$ cat config.mk
export PLATFORM = sky130hd
export DESIGN_NAME = irq_controller_flat
export DESIGN_NICKNAME = d
export VERILOG_FILES = /design/src/rtl/irq_controller_if.sv /design/src/rtl/irq_controller.sv /design/src/flat_wrapper.sv
export SDC_FILE = /design/constraint.sdc
export NUM_CORES = 1
export LEC_CHECK = 0
export ABC_AREA = 1
export CORE_MARGIN = 5
export CORE_UTILIZATION = 25
export CTS_CLUSTER_DIAMETER = 50
export CTS_CLUSTER_SIZE = 20
export DETAILED_ROUTE_END_ITERATION = 10
export GPL_TIMING_DRIVEN = 0
export PLACE_DENSITY_LB_ADDON = 0.15
export SLEW_MARGIN = 20
export SYNTH_ARGS = -nofsm -noshare
export SYNTH_HDL_FRONTEND = slang
export SYNTH_SLANG_ARGS = --single-unit
$ cat constraint.sdc
create_clock -name clk -period 2.64 [get_ports clk]
set_clock_uncertainty 0.2 [all_clocks]
set_input_delay 0.528 -clock clk [delete_from_list [all_inputs] [get_ports clk]]
set_output_delay 0.528 -clock clk [all_outputs]
set_load 0.01 [all_outputs]
$ cat src/rtl/irq_controller_if.sv
// CPU-side signal bundle for irq_controller: data-bus responder and IRQ/IRQn/IRQAck handshake.
interface irq_controller_if;
  logic [13:0] dataAddress;
  logic [31:0] dataWrData;
  logic        dataWrEn;
  logic [31:0] rdData;
  logic        rdHit;
  logic        IRQ;
  logic [11:0] IRQn;
  logic        IRQAck;

  modport master (
    output dataAddress, dataWrData, dataWrEn, IRQAck,
    input  rdData, rdHit, IRQ, IRQn
  );

  modport slave (
    input  dataAddress, dataWrData, dataWrEn, IRQAck,
    output rdData, rdHit, IRQ, IRQn
  );
endinterface

$ cat src/rtl/irq_controller.sv
// Vectored interrupt controller: edge-latched pending, enable mask, fixed priority, CPU handshake.
// Define IRQ_SYNC_EN to put a 2-flop synchronizer on each irqIn line ahead of edge detection.
module irq_controller #(
  parameter int unsigned NUM_IRQ   = 8,
  parameter logic [13:0] BASE_ADDR = 14'h3F00
) (
  input  logic               clk,
  input  logic               nRst,
  input  logic [NUM_IRQ-1:0] irqIn,
  irq_controller_if.slave    bus
);

  typedef enum logic [1:0] {StIdle, StReq, StAckWait, StInSvc} state_e;

  state_e              state_q, state_d;
  logic [NUM_IRQ-1:0]  en_q, en_d;
  logic [NUM_IRQ-1:0]  pend_q, pend_d;
  logic [NUM_IRQ-1:0]  prev_q;
  logic [11:0]         vec_q [NUM_IRQ];
  logic [11:0]         vec_d [NUM_IRQ];
  logic [3:0]          id_q, id_d;
  logic                irq_q, irq_d;
  logic [11:0]         irqn_q, irqn_d;
  logic [31:0]         rd_data_q, rd_data_d;
  logic                rd_hit_q, rd_hit_d;

  logic [NUM_IRQ-1:0]  sample;
  logic [NUM_IRQ-1:0]  rising;
  logic [NUM_IRQ-1:0]  req;
  logic [NUM_IRQ-1:0]  w1c;
  logic [NUM_IRQ-1:0]  svc_clr;
  logic [3:0]          sel;
  logic                any_req;
  logic                eoi;
  logic [13:0]         off;
  logic                in_range;
  logic                wr;
  logic                unused_wr_data;

`ifdef IRQ_SYNC_EN
  logic [NUM_IRQ-1:0] sync1_q, sync2_q;

  always_ff @(posedge clk or negedge nRst) begin
    if (!nRst) begin
      sync1_q <= '0;
      sync2_q <= '0;
    end else begin
      sync1_q <= irqIn;
      sync2_q <= sync1_q;
    end
  end

  assign sample = sync2_q;
`else
  assign sample = irqIn;
`endif

  assign off      = bus.dataAddress - BASE_ADDR;
  assign in_range = (bus.dataAddress >= BASE_ADDR) && (off < 14'(4 + NUM_IRQ));
  assign wr       = bus.dataWrEn && in_range;
  assign rising   = sample & ~prev_q;
  assign req      = pend_q & en_q;
  assign any_req  = |req;
  assign unused_wr_data = ^bus.dataWrData;

  // Lowest index wins: scan downward so the last hit is the smallest.
  always_comb begin
    sel = '0;
    for (int i = NUM_IRQ - 1; i >= 0; i--) begin
      if (req[i]) sel = 4'(i);
    end
  end

  // Register writes
  always_comb begin
    en_d  = en_q;
    vec_d = vec_q;
    w1c   = '0;
    eoi   = 1'b0;
    if (wr) begin
      case (off)
        14'd0:   en_d = bus.dataWrData[NUM_IRQ-1:0];
        14'd1:   w1c  = bus.dataWrData[NUM_IRQ-1:0];
        14'd2:   eoi  = 1'b1;
        14'd3:   ;
        default: begin
          for (int i = 0; i < NUM_IRQ; i++) begin
            if (off == 14'(4 + i)) vec_d[i] = bus.dataWrData[11:0];
          end
        end
      endcase
    end
  end

  // Request state machine
  always_comb begin
    state_d = state_q;
    id_d    = id_q;
    irq_d   = irq_q;
    irqn_d  = irqn_q;
    svc_clr = '0;
    unique case (state_q)
      StIdle: begin
        if (any_req) begin
          id_d         = sel;
          irq_d        = 1'b1;
          irqn_d       = vec_q[sel];
          svc_clr[sel] = 1'b1;
          state_d      = StReq;
        end
      end
      StReq: begin
        if (bus.IRQAck) begin
          irq_d   = 1'b0;
          state_d = StAckWait;
        end
      end
      StAckWait: begin
        if (!bus.IRQAck) state_d = StInSvc;
      end
      StInSvc: begin
        if (eoi) begin
          id_d    = '0;
          state_d = StIdle;
        end
      end
      default: state_d = StIdle;
    endcase
  end

  // A fresh edge wins over a same-edge clear.
  assign pend_d = (pend_q & ~w1c & ~svc_clr) | rising;

  // Read mux, registered for one-cycle latency
  always_comb begin
    rd_hit_d  = in_range;
    rd_data_d = '0;
    if (in_range) begin
      case (off)
        14'd0:   rd_data_d = 32'(en_q);
        14'd1:   rd_data_d = 32'(pend_q);
        14'd2:   rd_data_d = '0;
        14'd3:   rd_data_d = {22'd0, state_q == StInSvc,
                              (state_q == StReq) || (state_q == StAckWait), 4'd0, id_q};
        default: begin
          for (int i = 0; i < NUM_IRQ; i++) begin
            if (off == 14'(4 + i)) rd_data_d = {20'd0, vec_q[i]};
          end
        end
      endcase
    end
  end

  always_ff @(posedge clk or negedge nRst) begin
    if (!nRst) begin
      state_q   <= StIdle;
      en_q      <= '0;
      pend_q    <= '0;
      prev_q    <= '0;
      id_q      <= '0;
      irq_q     <= 1'b0;
      irqn_q    <= '0;
      rd_data_q <= '0;
      rd_hit_q  <= 1'b0;
      for (int i = 0; i < NUM_IRQ; i++) vec_q[i] <= '0;
    end else begin
      state_q   <= state_d;
      en_q      <= en_d;
      pend_q    <= pend_d;
      prev_q    <= sample;
      id_q      <= id_d;
      irq_q     <= irq_d;
      irqn_q    <= irqn_d;
      rd_data_q <= rd_data_d;
      rd_hit_q  <= rd_hit_d;
      for (int i = 0; i < NUM_IRQ; i++) vec_q[i] <= vec_d[i];
    end
  end

  assign bus.IRQ    = irq_q;
  assign bus.IRQn   = irqn_q;
  assign bus.rdData = rd_data_q;
  assign bus.rdHit  = rd_hit_q;

endmodule

$ cat src/flat_wrapper.sv
// flat-port wrapper written by rule: the top's interface ports become plain ports
module irq_controller_flat 
#(
  parameter int unsigned NUM_IRQ   = 8,
  parameter logic [13:0] BASE_ADDR = 14'h3F00
)
  (clk, nRst, irqIn, bus_dataAddress, bus_dataWrData, bus_dataWrEn, bus_IRQAck, bus_rdData, bus_rdHit, bus_IRQ, bus_IRQn);
  irq_controller_if bus_i ();
  input  logic clk;
  input  logic nRst;
  input  logic [NUM_IRQ-1:0] irqIn;
  input wire logic [$bits(bus_i.dataAddress)-1:0] bus_dataAddress;
  input wire logic [$bits(bus_i.dataWrData)-1:0] bus_dataWrData;
  input wire logic [$bits(bus_i.dataWrEn)-1:0] bus_dataWrEn;
  input wire logic [$bits(bus_i.IRQAck)-1:0] bus_IRQAck;
  output wire logic [$bits(bus_i.rdData)-1:0] bus_rdData;
  output wire logic [$bits(bus_i.rdHit)-1:0] bus_rdHit;
  output wire logic [$bits(bus_i.IRQ)-1:0] bus_IRQ;
  output wire logic [$bits(bus_i.IRQn)-1:0] bus_IRQn;
  assign bus_i.dataAddress = bus_dataAddress;
  assign bus_i.dataWrData = bus_dataWrData;
  assign bus_i.dataWrEn = bus_dataWrEn;
  assign bus_i.IRQAck = bus_IRQAck;
  assign bus_rdData = bus_i.rdData;
  assign bus_rdHit = bus_i.rdHit;
  assign bus_IRQ = bus_i.IRQ;
  assign bus_IRQn = bus_i.IRQn;
  irq_controller #(.NUM_IRQ(NUM_IRQ), .BASE_ADDR(BASE_ADDR)) u_core (.clk(clk), .nRst(nRst), .irqIn(irqIn), .bus(bus_i));
endmodule
==> reports/qor.log <==
qor: worst_setup_path.length_in_cells_of_the_worst_reg_to_reg_path 8
qor: synth.post_synth_instance_area 8040 um2
qor: die.fp.dieW 189 um
qor: global_routing.grt_use_met3 2.93%
qor: worst_setup_path.crit_buf_inv 3
qor: routing.iteration_0_drc_count_of_the_detailed_router 648
qor: worst_setup_path.crit-reg2reg-launch u_core.pend_q[2]
qor: clocking.tritoncts yes
qor: timing.timing.fmax 395 MHz
qor: global_routing.first_global_vias 7202
qor: timing.fin_setup_tns 0 ps
qor: pwr.total_power 5.46 mW
qor: worst_setup_path.cp_top_family buffers and inverters
qor: timing.timing_hold_violations_final 0
qor: placement.gp_routability_congestion 0.852
qor: final_layout.layout-area-overhead-vs-synth 26.8%
qor: synth.synthFlopType sky130_fd_sc_hd__dfrtp_1
qor: die.die_y 189 um
qor: timing.finalWorstPathRequiredPeriod 2530 ps
qor: timing.worst_hold_slack 207 ps
qor: clocking.cts-buffers-inserted 17
qor: worst_setup_path.cp.required 2780 ps
qor: routing.drcViolationCount 0
qor: hold_path.hold_path.class flip-flop to flip-flop
qor: timing.setup_violations_final 0
qor: synth.yosysWarningCount 0
qor: synth.synth.top_cells.by_area sky130_fd_sc_hd__dfrtp_1, sky130_fd_sc_hd__nand2_1, sky130_fd_sc_hd__nand3_1, sky130_fd_sc_hd__o21ai_1, sky130_fd_sc_hd__inv_1
qor: worst_setup_path.setup.worst_path.class input pin to flip-flop
qor: status.status finished, final reports clean
qor: global_routing.grt_use_met2 26.0%
qor: timing.relative_slew_slack 53.3%
qor: worst_setup_path.cp_num_cells 12
qor: worst_setup_path.setup.reg_to_reg.worst_slack 200 ps
qor: clocking.cts_sinks 151
qor: die.dieArea 35800 um2
qor: pwr.vdd_ir_drop_max 0.000452 V
qor: synth.ys_types 41
qor: die.placement_rows 65
qor: synth.ys_seq_elements 151
qor: synth.synth_top_cells_by_count sky130_fd_sc_hd__nand2_1, sky130_fd_sc_hd__dfrtp_1, sky130_fd_sc_hd__nand3_1
qor: routing.overall_routed_net_length 28.4 mm
qor: die.ios 104
qor: placement.buffers_added_on_ports 63
qor: synth.synthesis.area_per_instance 7.74 um2
qor: global_routing.antenna_found_initial 0
qor: timing.timing_max_transition_violations_final 0
qor: routing.vias 7391
qor: final_layout.drive_gt1_share 15.3%
qor: global_routing.grt-busiest-layer met2
qor: die.initial_core_util 25.4%
qor: synth.synth_edf_count 0
qor: synth.post_synth_inst_count 1039
qor: clocking.clk-insertion-delay-late 440 ps
qor: worst_setup_path.arrival_worst_endpoint 2660 ps
qor: synth.synth_top_cell_area_share 47.0%
qor: worst_setup_path.critical_path.reg2reg.endpoint u_core.bus.IRQn[4]
qor: synth.synth-seq-area-share 47.0%
qor: synth.synth.largest_area_cell sky130_fd_sc_hd__dfrtp_1
qor: global_routing.grt_overflow 0
qor: synth.postSynth.asyncResetShare 100%
qor: timing.timing_worst_slew_pin_value 701 ps
qor: clocking.ctsLongestPathBuffers 2
qor: final_layout.final_nets 1216
qor: worst_setup_path.max_stage_delay 500 ps
qor: global_routing.wire_length_of_the_first_global_routing_pass 43.8 mm
qor: clocking.cts-root-buf sky130_fd_sc_hd__clkbuf_16
qor: worst_setup_path.setup.worst_path.start_class input pin
qor: pwr.static-leakage-power 4.77 nW
qor: pwr.power_per_cell_area 535 nW/um2
qor: run.maxCapViolations 0
qor: clocking.cts.htree.levels 4
qor: routing.drtPass1Iterations 5
qor: global_routing.groute.usage.overall 16.1%
qor: timing.fin_crit_sh 95.8%
qor: global_routing.globalRouteMet1Util 22.2%
qor: worst_setup_path.timing.critical_path.to_type flip-flop
qor: worst_setup_path.cp_cell_sequence clkdlybuf4s50_1 > inv_1 > nor2_1 > nand3_2 > nor2_4 > clkbuf_4 > nand3_1 > o21ai_0 > nor2_1 > nand3_1 > o21ai_0 > a21oi_1
qor: worst_setup_path.largest_fanout_on_the_critical_path 10
qor: placement.place_hpwl 21.9 mm
qor: global_routing.grt_max_degree 85
qor: synth.synthMostInstantiatedCell sky130_fd_sc_hd__nand2_1
qor: worst_setup_path.crit_path_from bus_dataAddress[2]
qor: die.area_of_the_core 31600 um2
qor: clocking.worst_setup_hold_path_clk_slew 60 ps
qor: routing.post_route_ant_nets 0
qor: hold_path.min_delay_path_depth 1
qor: worst_setup_path.cp-endpoint u_core.bus.rdData[6]
qor: routing.drt-wirelength-per-cell 18.1 um
qor: routing.detail_route.vias_per_cell 4.71
qor: worst_setup_path.cp_max_stage_cell sky130_fd_sc_hd__clkdlybuf4s50_1
-- stage by stage --
step / util [%] / instances / instance area (um2) / setup slack, ps
detailed placement: 29.3 / 1524 / 9280 / -763
finish: 32.2 / 1570 / 10200 / 111
floorplan: - / 1058 / 8110 / 448
global placement: 29.2 / 1523 / 9240 / -6010
global route: 32.2 / 1569 / 10200 / -14.9
CTS: 31.6 / 1559 / 10000 / 12.6
-- layer usage --
metal / up-vias / routed length, um / share of wire (%)
met5: - / 0 / 0
met4: 0 / 518 / 1.8
met3: 32 / 1480 / 5.2
met2: 205 / 13300 / 47
met1: 3567 / 13100 / 46
li1: 3587 / - / -
-- worst reg2reg max path: stages, from the launching register on --
cell	delay [ps]
sky130_fd_sc_hd__dfrtp_1	420
sky130_fd_sc_hd__nand2_1	120
sky130_fd_sc_hd__nand2_1	230
sky130_fd_sc_hd__nor2_4	290
sky130_fd_sc_hd__nand3_1	230
sky130_fd_sc_hd__nand2_2	290
sky130_fd_sc_hd__clkinv_2	250
sky130_fd_sc_hd__o211ai_1	210
sky130_fd_sc_hd__nand2_1	80
-- cells by family (layout without fill, tap and decap cells) --
family                   Yosys count  in the layout  synth area share, %
other                              1             21               0.0467
adder cells (fa/ha/maj)            4              4                0.623
AO/OA/AOI/OAI                    205            205                 14.3
AND/OR/NAND/NOR                  516            516                 28.4
flip-flops                       151            151                 47.0
buffers and inverters            162            271                 9.62
-- power breakdown --
| group | leakage, nW | switching [mW] | internal [mW] | total, mW |
|---|---|---|---|---|
| sequential | 2.05 | 0.0287 | 2.36 | 2.39 |
| combinational | 2.42 | 0.304 | 0.156 | 0.460 |
| clock | 0.299 | 1.02 | 1.59 | 2.61 |
| total | 4.77 | 1.35 | 4.11 | 5.46 |
-- layout by cell type (no fill, tap or decap), types with 4 or more instances in the layout --
cell type | netlist | routed
sky130_fd_sc_hd__a21oi_1 | 38 | 37
sky130_fd_sc_hd__buf_2 | 20 | 15
sky130_fd_sc_hd__buf_4 | 20 | 32
sky130_fd_sc_hd__buf_6 | 5 | 8
sky130_fd_sc_hd__clkbuf_1 | 18 | 9
sky130_fd_sc_hd__clkbuf_16 | 0 | 17
sky130_fd_sc_hd__clkbuf_2 | 0 | 8
sky130_fd_sc_hd__clkbuf_8 | 2 | 5
sky130_fd_sc_hd__clkdlybuf4s50_1 | 0 | 60
sky130_fd_sc_hd__clkinv_4 | 1 | 4
sky130_fd_sc_hd__conb_1 | 1 | 20
sky130_fd_sc_hd__dfrtp_1 | 151 | 151
sky130_fd_sc_hd__ha_1 | 4 | 4
sky130_fd_sc_hd__inv_1 | 88 | 87
sky130_fd_sc_hd__inv_2 | 4 | 4
sky130_fd_sc_hd__nand2_1 | 326 | 317
sky130_fd_sc_hd__nand2_2 | 3 | 12
sky130_fd_sc_hd__nand2_4 | 6 | 6
sky130_fd_sc_hd__nand3_1 | 100 | 98
sky130_fd_sc_hd__nand4_1 | 10 | 10
sky130_fd_sc_hd__nor2_1 | 48 | 37
sky130_fd_sc_hd__nor2_2 | 3 | 8
sky130_fd_sc_hd__nor2_4 | 2 | 8
sky130_fd_sc_hd__o2111ai_1 | 4 | 4
sky130_fd_sc_hd__o211ai_1 | 8 | 8
sky130_fd_sc_hd__o21ai_0 | 38 | 38
sky130_fd_sc_hd__o21ai_1 | 86 | 86
sky130_fd_sc_hd__o21ai_2 | 14 | 14
sky130_fd_sc_hd__o22ai_1 | 7 | 7
sky130_fd_sc_hd__or2_2 | 8 | 8
-- sequential cells by signal, indices dropped and copies added, names as in the netlist --
name and cells:
u_core.bus.IRQn 12, u_core.state_q 2, u_core.prev_q 8, u_core.id_q 3, u_core.vec_q 96, u_core.bus.IRQ 1
u_core.pend_q 8, u_core.bus.rdHit 1, u_core.bus.rdData 12, u_core.en_q 8
-- how the worst min path moves through the flow --
stage,to,start,slack [ps]
after floorplan,u_core.bus.IRQ,nRst,30
after global placement,u_core.pend_q[5],u_core.prev_q[5],200
after detailed placement,u_core.pend_q[0],u_core.prev_q[0],210
after CTS,u_core.pend_q[6],u_core.prev_q[6],210
after global routing,u_core.pend_q[5],u_core.prev_q[5],230
final,u_core.pend_q[6],u_core.prev_q[6],210
-- layout make-up --
cell class / count / area [um2]
inverters: 97 / 377
repair buffers: 77 / 793
well taps: 402 / 503
clock inverters: 10 / 144
clock buffers: 22 / 484
diodes: 1 / 2.50
plain buffers: 65 / 444
fillers: 3363 / 21400
flip-flops and latches: 151 / 3780
multi-input cells: 745 / 3670
-- repair_timing --
| action | in CTS | in global routing |
|---|---|---|
| resized for setup | 27 | 41 |
| pin swaps | 0 | 8 |
| setup endpoints to repair | 28 | 98 |
| setup buffers | 2 | 10 |
| hold endpoints to repair | 67 | 0 |
| hold buffers | 1 | 0 |
Power figures use the tool's default switching activity.
